===== config.mk =====
export PLATFORM = sky130hd
export DESIGN_NAME = spi_adc_sampler
export DESIGN_NICKNAME = d
export VERILOG_FILES = /design/src/rtl/spi_adc_sampler_pkg.sv /design/src/rtl/spi_adc_sampler_clk_div.sv /design/src/rtl/spi_adc_sampler.sv
export SDC_FILE = /design/constraint.sdc
export NUM_CORES = 1
export LEC_CHECK = 0
export ABC_CLOCK_PERIOD_IN_PS = 2450
export CORE_ASPECT_RATIO = 2
export CORE_MARGIN = 5
export CORE_UTILIZATION = 50
export CTS_CLUSTER_DIAMETER = 30
export DETAILED_ROUTE_END_ITERATION = 10
export GPL_TIMING_DRIVEN = 0
export PLACE_DENSITY_LB_ADDON = 0.12
export RECOVER_POWER = 100
export SETUP_SLACK_MARGIN = 0.05
export SLEW_MARGIN = 20
export SYNTH_ARGS = -nofsm -noshare
export SYNTH_HDL_FRONTEND = slang
export SYNTH_HIERARCHICAL = 1
export SYNTH_SLANG_ARGS = --single-unit

===== constraint.sdc =====
create_clock -name clk -period 2.45 [get_ports clk]
set_input_delay 0.6125 -clock clk [delete_from_list [all_inputs] [get_ports clk]]
set_output_delay 0.6125 -clock clk [all_outputs]
set_load 0.01 [all_outputs]

===== src/rtl/spi_adc_sampler_pkg.sv =====
// spi_adc_pkg: FSM state encoding plus channel-index and counter width helpers for spi_adc_sampler
package spi_adc_pkg;
  typedef enum logic [2:0] {IDLE, CONVERT, SETUP, SHIFT, DONE} state_t;
  function automatic int ch_w(input int n);
    return (n > 1) ? $clog2(n) : 1;
  endfunction
  function automatic int cnt_w(input int n);
    return $clog2(n + 1);
  endfunction
endpackage


===== src/rtl/spi_adc_sampler_clk_div.sv =====
// spi_clk_div: SCK generator, half-period tick every CLK_DIV enabled cycles; ports clk, reset, i_clr (restart at phase 0), i_en, o_rise/o_fall (tick that drives sck up/down), o_sck
module spi_clk_div
  import spi_adc_pkg::*;
#(
  parameter int CLK_DIV = 2
) (
  input  logic clk,
  input  logic reset,
  input  logic i_clr,
  input  logic i_en,
  output logic o_rise,
  output logic o_fall,
  output logic o_sck
);
  localparam int CW = cnt_w(CLK_DIV);
  logic [CW-1:0] r_cnt;
  logic r_sck;
  logic w_tick;
  assign w_tick = i_en && r_cnt == CW'(CLK_DIV - 1);
  assign o_rise = w_tick && !r_sck;
  assign o_fall = w_tick && r_sck;
  assign o_sck = r_sck;
  always_ff @(posedge clk or posedge reset)
    if (reset) begin
      r_cnt <= '0;
      r_sck <= 1'b0;
    end else if (i_clr) begin
      r_cnt <= '0;
      r_sck <= 1'b0;
    end else if (i_en) begin
      r_cnt <= w_tick ? '0 : r_cnt + CW'(1);
      r_sck <= w_tick ? !r_sck : r_sck;
    end
endmodule


===== src/rtl/spi_adc_sampler.sv =====
// spi_adc_sampler: CNV pulse, conversion wait, then MSB-first SPI readout of one of NUM_CH ADCs, single-shot or round-robin; ports clk, reset, start/ch_sel/continuous in, busy/overrun/cnv/cs_n/sck out, miso in, data/data_ch/data_valid out
module spi_adc_sampler
  import spi_adc_pkg::*;
#(
  parameter int DATA_W      = 16,
  parameter int NUM_CH      = 4,
  parameter int CLK_DIV     = 2,
  parameter int CONV_CYCLES = 100
) (
  input  logic                      clk,
  input  logic                      reset,
  input  logic                      start,
  input  logic [ch_w(NUM_CH)-1:0]   ch_sel,
  input  logic                      continuous,
  output logic                      busy,
  output logic                      overrun,
  output logic                      cnv,
  output logic [NUM_CH-1:0]         cs_n,
  output logic                      sck,
  input  logic                      miso,
  output logic [DATA_W-1:0]         data,
  output logic [ch_w(NUM_CH)-1:0]   data_ch,
  output logic                      data_valid
);
  localparam int CH_W = ch_w(NUM_CH);
  localparam int CV_W = cnt_w(CONV_CYCLES);
  localparam int BT_W = cnt_w(DATA_W);
  state_t r_state;
  logic [CH_W-1:0] r_ch;
  logic [CV_W-1:0] r_conv;
  logic [BT_W-1:0] r_bits;
  logic [DATA_W-1:0] r_sh;
  logic w_rise, w_fall, w_clr, w_en, w_last;
  logic [CH_W-1:0] w_ch_start, w_ch_next;
  assign w_clr = r_state == CONVERT && r_conv == CV_W'(CONV_CYCLES - 1);
  assign w_last = r_bits == BT_W'(DATA_W);
  // divider stops once the final fall is counted so it cannot start another bit
  assign w_en = r_state == SETUP || (r_state == SHIFT && !w_last);
  assign busy = r_state != IDLE;
  assign w_ch_start = (int'(ch_sel) < NUM_CH) ? ch_sel : '0;
  assign w_ch_next = (r_ch == CH_W'(NUM_CH - 1)) ? '0 : r_ch + CH_W'(1);
  spi_clk_div #(.CLK_DIV(CLK_DIV)) u_div (
    .clk   (clk),
    .reset (reset),
    .i_clr (w_clr),
    .i_en  (w_en),
    .o_rise(w_rise),
    .o_fall(w_fall),
    .o_sck (sck)
  );
  always_ff @(posedge clk or posedge reset)
    if (reset) begin
      r_state    <= IDLE;
      r_ch       <= '0;
      r_conv     <= '0;
      r_bits     <= '0;
      r_sh       <= '0;
      cnv        <= 1'b0;
      cs_n       <= '1;
      overrun    <= 1'b0;
      data       <= '0;
      data_ch    <= '0;
      data_valid <= 1'b0;
    end else begin
      data_valid <= 1'b0;
      overrun    <= start && r_state != IDLE;
      if (w_rise) r_sh <= {r_sh[DATA_W-2:0], miso};
      if (w_fall) r_bits <= r_bits + BT_W'(1);
      case (r_state)
        IDLE:
          if (start || continuous) begin
            r_ch    <= w_ch_start;
            r_conv  <= '0;
            cnv     <= 1'b1;
            r_state <= CONVERT;
          end
        CONVERT:
          if (w_clr) begin
            cnv     <= 1'b0;
            cs_n    <= ~(NUM_CH'(1) << r_ch);
            r_bits  <= '0;
            r_state <= SETUP;
          end else r_conv <= r_conv + CV_W'(1);
        SETUP:
          if (w_rise) r_state <= SHIFT;
        SHIFT:
          if (w_last) begin
            cs_n       <= '1;
            data       <= r_sh;
            data_ch    <= r_ch;
            data_valid <= 1'b1;
            r_state    <= DONE;
          end
        DONE: begin
          r_state <= continuous ? CONVERT : IDLE;
          if (continuous) begin
            r_ch   <= w_ch_next;
            r_conv <= '0;
            cnv    <= 1'b1;
          end
        end
        default: r_state <= IDLE;
      endcase
    end
endmodule


-- Word-level counts from Yosys, hierarchy flattened
Cells that the tools add are included.
- register bits: 61
- latch bits: 0
- memory bits (writable): 0
- ROM bits: 0
- output and inout port bits: 27
- memories: 0
- add/subtract/negate cells: 4
- $mul: 0
- divide/modulo/power cells: 0
- magnitude comparators: 0
- equal/unequal tests: 14
- shift-type cells: 1
- multiplexer cells: 32
- bitwise gates (word level): 1
- reductions and logical operators: 24
- operator list (kind ; count):
    $mux W7 ; 3
    $pmux W7 S3 ; 1
    $mux W5 ; 3
    $pmux W3 S5 ; 1
    $mux W2 ; 6
    $mux W3 ; 4
    $reduce_and A4 Y1 ; 3
    $mux W1 ; 9
    $mux W4 ; 2
    $ne A2 B2 Y1 const B ; 4
    $pmux W4 S2 ; 1
    $reduce_bool A2 Y1 ; 4
    $add A7 B1 Y7 const B ; 1
    $eq A7 B7 Y1 const B ; 1
    $eq A3 B2 Y1 const B ; 2
    $logic_and A1 B1 Y1 ; 6
    $reduce_and A3 Y1 ; 2
    $reduce_bool A3 Y1 ; 2
    $add A5 B1 Y5 const B ; 1
    $eq A5 B5 Y1 const B ; 1
    $add A2 B1 Y2 const B ; 2
    $ne A2 B1 Y1 const B ; 2
    $not A4 Y4 ; 1
    $pmux W2 S2 ; 1
    10 further kinds ; 13

-- Depth between registers and ports, before layout
Gate-level depths: netlist of run 1.
- word-level depth: 9
- gate-level depth with buffers: 10
- gate-level depth less buffers: 9

-- Modules after synthesis
The synthesis of run 1 kept the hierarchy.
- by module, submodules not included (module ; times used ; cells an instance ; area each (um2) ; seq. area each (um2)):
    spi_adc_sampler ; 1 ; 204 ; 2688.8 ; 1456.4
    spi_clk_div ; 1 ; 14 ; 151.4 ; 75.1

-- Worst setup path before layout of run 1
No wires, ideal clock.
- path kind: reg2reg
- start point: reg r_state[1]
- end point: reg r_sh[0]
- arrival: 2285 ps
- data required time: 2325 ps
- path slack: 40 ps
- cell stages (with the launch flop): 10
- path buffers: 4
- period minus slack after synthesis: 2410 ps
- cells stage by stage: dfrtp_1 -> buf_6 -> clkbuf_1 -> inv_1 -> a311oi_1 -> nand2_1 -> nor3_1 -> clkbuf_1 -> buf_2 -> mux2_2
- word-level cells in the longest chain between the ends: 5
- elaborated cells between the ends (all ways): 6
- classes of those cells: eq/ne (2); reduce/logical (4)
- ends and longest elaborated chain (item ; line ; RTL):
    from (decl) ; spi_adc_sampler.sv:28 ; state_t r_state;
    from (signal assigned) ; spi_adc_sampler.sv:95 ; r_state <= continuous ? CONVERT : IDLE;
    $eq A3 B2 Y1 ; spi_adc_sampler.sv:38 ; assign w_en = r_state == SETUP || (r_state == SHIFT && !w_last);
    $logic_and A1 B1 Y1 ; spi_adc_sampler.sv:38 ;
    $logic_or A1 B1 Y1 (*) ; spi_adc_sampler.sv:38 ;
    via w_en ; spi_adc_sampler.sv:33 ; logic w_rise, w_fall, w_clr, w_en, w_last;
    $logic_and A1 B1 Y1 (*) ; spi_adc_sampler_clk_div.sv:19 ; assign w_tick = i_en && r_cnt == CW'(CLK_DIV - 1);
    $logic_and A1 B1 Y1 (*) ; spi_adc_sampler_clk_div.sv:20 ; assign o_rise = w_tick && !r_sck;
    via w_rise ; spi_adc_sampler.sv:33 ;
    to (signal assigned) ; spi_adc_sampler.sv:67 ; if (w_rise) r_sh <= {r_sh[DATA_W-2:0], miso};
    to (decl) ; spi_adc_sampler.sv:32 ; logic [DATA_W-1:0] r_sh;
Mark *: on every way through the listed nets, which the timed path passes. The rest lies on a longest branch.
A chain may end at the register's enable or synchronous reset.

-- Worst setup path after layout of run 1
- start point: reg r_state[2]
- end point: out busy
- word-level cells in the longest chain between the ends: 1
- ends and longest elaborated chain (item ; line ; RTL):
    $reduce_bool A3 Y1 ; spi_adc_sampler.sv:39 ; assign busy = r_state != IDLE;
    to (decl) ; spi_adc_sampler.sv:15 ; output logic busy,
No other way between the ends.

==> results.cfg, run 1 <==
[place]
dp_cells = 312
post-place-ws_ps = -239
gp_congestion = 0.789
place_area_um2 = 3250
dp_hpwl_um = 3540
port_buffers = 33

[synthesis]
syn_area_um2 = 2840
ys_ff_latch = 61
yosysSeqAreaShare_pct = 53.9
syn_area_per_cell_um2 = 13.0
async_reset_ff_share_pct = 100
ys_top_cells_by_area = dfrtp_1, mux2_2, mux2_4
synthFlopType = dfrtp_1
synthesis.nets = 232
yosysWarnings = 6
synth_cells = 218
synth_cell_types = 48
synth_top_area_share_pct = 50.2
synth_top_area_cell = dfrtp_1
synth_edf_count = 0

[timing]
final.setup.tns_ps = 0
worstMarginPinSlew_ps = 1170
final-setup-viol-count = 0
clock_skew_ps = 6.28
final_max_slew_viol_count = 0
fin_crit_sh_pct = 92.7
fmax_mhz = 440
min_period_ps = 2270
worst_slack_ps = 179
slew_headroom_pct = 22.2
holdWs_ps = 489
grt_setup_unrepaired = false
hold_viol = 0

[clock_tree]
clock_tree.root_cell = clkbuf_16
cts_buffers = 9
cts_hold_buf = 0
cts_tree = yes
clk_path_buf_depth = 2
clkSinkCount = 61
clk_pin_slew_worst_paths_ps = 50
cts-htree-levels = 3
clk_latency_ps = 320

[worst_setup_path]
cp_cell_sequence = clkbuf_1, or3_1, dlygate4sd2_1
end_kind = primary output
critPathMaxFanout = 10
critPathRequiredTime_ps = 1840
critPathLaunchType = flip-flop
reg2reg_from = r_state[1]
cpMaxStageDelayCell = dfrtp_1
crit_type = reg -> out
startpoint = r_state[2]
slowest_delay_ps = 410
crit_arrival_ps = 1660

[detailed_routing]
drt-wirelength-per-cell_um = 16.0
drc = 0
firstDrtPassIters = 4
drt_iter0_drc = 84
drt.antenna.violating_nets = 0
routed_wl_um = 5240
num_vias = 1846
viasPerCell = 5.65

[run]
maxCapViolations = 0

[floorplan]
fp.dieW_um = 63.3
rows = 39
core-area_um2 = 5610
start_util_pct = 50.6
die_h_um = 117
die-area_um2 = 7380
ios = 34

[pwr]
power.leakage_nw = 1.77
fin_total_pwr_mw = 2.37
peakVddDrop_uv = 866
pwr_density_cell_nw_per_um2 = 667

[final_layout]
nFillCells = 424
diodes = 0
final_nets = 276
final_util_pct = 63.4
fin_area_um2 = 3560
most-common-layout-cells = dfrtp_1, dlygate4sd3_1, mux2_2
layout.cells.non_filler = 327
final_common_cell = dfrtp_1
final_layout_size_suffix_gt1_share_pct = 25.6
areaGrowthSynthToFinish_pct = 25.3

[min_path]
hold_path_startpoint = data[15]
hp-class = reg -> reg

[grt]
grt-ovfl-total = 0
grt_pass1_vias = 1913
grt_pass1_wl_um = 8920
antenna_found_initial = 0
grt_use_total_pct = 15.4
grt_max_degree = 59

[run_status]
outcome = completed
## layout make-up
class	count	area, um2	area share, %
Clock buffer	11	243	6.82
Clock inverter	4	72.6	2.04
Tap cell	61	76.3	2.14
Buffer	8	55.1	1.55
Timing Repair Buffer	34	337	9.46
Multi-Input combinational cell	135	1190	33.6
Sequential cell	61	1530	43.0
Inverter	13	48.8	1.37
## cells in the mapped netlist, types with 2 or more instances
master / number
dfrtp_1: 57
mux2_2: 25
inv_1: 13
mux2i_1: 12
mux2_4: 10
nor2_1: 10
ha_1: 7
nand4_1: 6
a21oi_1: 5
nand3_1: 5
dfstp_2: 4
nand2_1: 4
a221oi_1: 3
and2_1: 3
buf_2: 3
clkbuf_1: 3
nand2b_1: 3
nor2b_1: 3
o211ai_1: 3
o311ai_0: 3
xor2_1: 3
a22oi_1: 2
buf_6: 2
nor3_1: 2
nor3b_1: 2
or4_1: 2
xnor2_1: 2
## kinds of logic (layout without fill, tap and decap cells)
family	Yosys count	after routing	synth area share, %
buffers and inverters	22	70	4.14
adders and majority gates	7	7	3.08
DFF	61	61	53.9
AOI/OAI and AO/OA	25	25	6.39
and+or+nand+nor	51	51	11.5
muxes	47	47	19.4
xor gates and xnor gates	5	5	1.54
## what timing repair did
item,CTS,global route
endpoints found under the setup margin,11,11
buffers inserted,0,1
pin swaps,0,1
resized for setup,5,3
## worst max-delay path, delay by kind of cell (launching register included)
family	cells	cell delay [ps]
DFF	1	410
buffers and inverters	2	510
and+or+nand+nor	1	410
## sequential cells by signal (all words and copies together) (netlist names)
signal,flops
r_bits,5
data_valid,1
u_div/o_sck,1
cnv,1
u_div/r_cnt,2
r_ch,2
r_sh,16
r_conv,7
overrun,1
cs_n,4
data_ch,2
data,16
r_state,3
## layer usage
layer | wire [um] | global-route usage [%] | vias to the layer above
li1 | - | - | 874
met1 | 2360 | 19.3 | 918
met2 | 2510 | 23.6 | 45
met3 | 224 | 2.69 | 9
met4 | 142 | 11.7 | 0
met5 | 0 | 0 | -
## final timing paths
check,endpoint,slack [ps],depth (start not counted)
worst max-delay path,busy,180,3
worst min-delay path,data[15],490,1
worst max register to register,r_sh[2],240,9
worst min register to register,data[15],490,1
max in group asynchronous,data[15],650,2
min in group asynchronous,u_div/r_cnt[1],650,2
## report_power, final
| group | internal, mW | total (mW) | leakage (nW) | switching (mW) |
|---|---|---|---|---|
| clock network | 0.909 | 1.33 | 0.152 | 0.421 |
| logic | 0.0115 | 0.0347 | 0.812 | 0.0232 |
| registers | 1.01 | 1.01 | 0.805 | 0.000150 |
| total | 1.93 | 2.37 | 1.77 | 0.444 |
(Power assumes the default switching activity.)
==> run 2: changes to the inputs <==
- ABC_CLOCK_PERIOD_IN_PS: 2450 -> 2400
- CAP_MARGIN: default -> 15
- CORE_UTILIZATION: 50 -> 55
- clock period: 2.45 -> 2.4 ns (I/O delays scaled with it)
==> run 2 against run 1 <==
  * Setup slack got worse by 50 ps
  * Sequential cell count did not move
  * Sequential power barely moved
  * Hold slack improved by 14 ps
==> results.cfg, run 2 (synthesis results as in run 1) <==
[run_status]
outcome = completed

[min_path]
worstHoldPathCells = 1
hold_end = data[3]
hp-class = reg -> reg
hold_path_startpoint = data[3]

[final_layout]
multi_input_area_um2 = 1180
final_nets = 280
final_common_cell = dfrtp_1
nFillCells = 389
seqCellArea_um2 = 1530
reg_top3 = data: 16 flops, r_sh: 16 flops, r_conv: 7 flops
areaGrowthSynthToFinish_pct = 23.1
most-common-layout-cells = dfrtp_1, dlygate4sd3_1, mux2_2
diodes = 0
final_layout_size_suffix_gt1_share_pct = 26.2

[worst_setup_path]
cpMaxStageDelayCell = or3_1
cp_cell_sequence = clkbuf_1, or3_1, dlygate4sd2_1
crit_arrival_ps = 1670
crit_type = reg -> out
slowest_delay_ps = 420
path_depth = 3
end_kind = primary output
r2r-end = data_ch[1]
reg2reg_from = r_bits[1]
ff2ff_path_depth = 8
critPathLaunchType = flip-flop
critPathRequiredTime_ps = 1800
path_delay_family = buffers and inverters
critPathMaxFanout = 10
reg2reg_slack_ps = 170
path_buf_inv = 2

[place]
dp_hpwl_um = 3910
gp_congestion = 0.850
port_buffers = 33
post-place-ws_ps = -366

[timing]
final_max_slew_viol_count = 0
holdWs_ps = 502
min_period_ps = 2270
fmax_mhz = 440
worstMarginPinSlew_ps = 697
grt_setup_unrepaired = true
slew_headroom_pct = 53.0
worst_slack_ps = 130
clock_skew_ps = 10.2
hold_viol = 0
final-setup-viol-count = 0
fin_crit_sh_pct = 94.6

[detailed_routing]
drt_iter0_drc = 80
firstDrtPassIters = 4
viasPerCell = 5.63
drt-wirelength-per-cell_um = 16.7
drt.antenna.violating_nets = 0
num_vias = 1852
drc = 0
routed_wl_um = 5480

[floorplan]
fp.dieW_um = 60.8
core-area_um2 = 5090
rows = 37
die_h_um = 112
die-area_um2 = 6790
ios = 34
start_util_pct = 55.8

[clock_tree]
cts-htree-levels = 3
clk_latency_ps = 340
clk_path_buf_depth = 2
clock_tree.root_cell = clkbuf_8
clkSinkCount = 61
cts_buffers = 9
cts_tree = yes
clk_pin_slew_worst_paths_ps = 70
cts_hold_buf = 0

[grt]
grt_pass1_wl_um = 9430
grt-ovfl-total = 0
grt_use_total_pct = 18.6
antenna_found_initial = 0
grt_max_degree = 44
grt_pass1_vias = 2010

[pwr]
power.leakage_nw = 1.74
pwr_density_cell_nw_per_um2 = 599
peakVddDrop_uv = 540

[run]
maxCapViolations = 0
==> run 2: worst max path at each step <==
stage                          start    endpoint  slack [ps]
after global placement         reset    data[10]        -740
after floorplan           r_state[1]     r_sh[0]         100
after global routing       r_bits[1]  data_ch[1]          30
final                     r_state[2]        busy         130
after CTS                  r_bits[0]     r_sh[1]          90
after detailed placement  r_state[1]    r_sh[13]        -370
==> run 2: repair_timing <==
item	CTS	global route
gates resized for setup	5	3
endpoints found under the setup margin	21	13
pin swaps	1	0
buffers inserted	1	3
==> run 2: final cells by class <==
| cell class | instances | area share (%) |
|---|---|---|
| Buffer | 8 | 2.08 |
| Timing Repair Buffer | 38 | 10.4 |
| Sequential cell | 61 | 43.8 |
| Tap cell | 58 | 2.08 |
| Clock buffer | 12 | 4.44 |
| Inverter | 13 | 1.43 |
| Multi-Input combinational cell | 135 | 33.8 |
| Clock inverter | 4 | 2.00 |
==> run 2: power breakdown <==
group          switching (mW)  internal, mW
Combinational          0.0249        0.0127
Sequential           0.000162          1.03
Clock                   0.390         0.638
Total                   0.415          1.68
==> run 2: per-stage QoR <==
stage               total power [mW]  instance area [um2]  util [%]  instances  setup TNS, ps
floorplan                       1.07                 2840         -        218              0
global placement                1.09                 3240      63.7        309         -43820
detailed placement              1.09                 3270      64.2        310          -4110
CTS                             2.13                 3510      68.9        326              0
global route                    2.18                 3500      68.7        329              0
finish                          2.09                 3500      68.7        329              0
==> run 2: layer usage <==
| metal | wire length [um] | global-route usage, % |
|---|---|---|
| met2 | 3020 | 31.0 |
| met3 | 163 | 4.64 |
| met1 | 2160 | 21.8 |
| met4 | 133 | 8.10 |
| met5 | 0 | 0 |
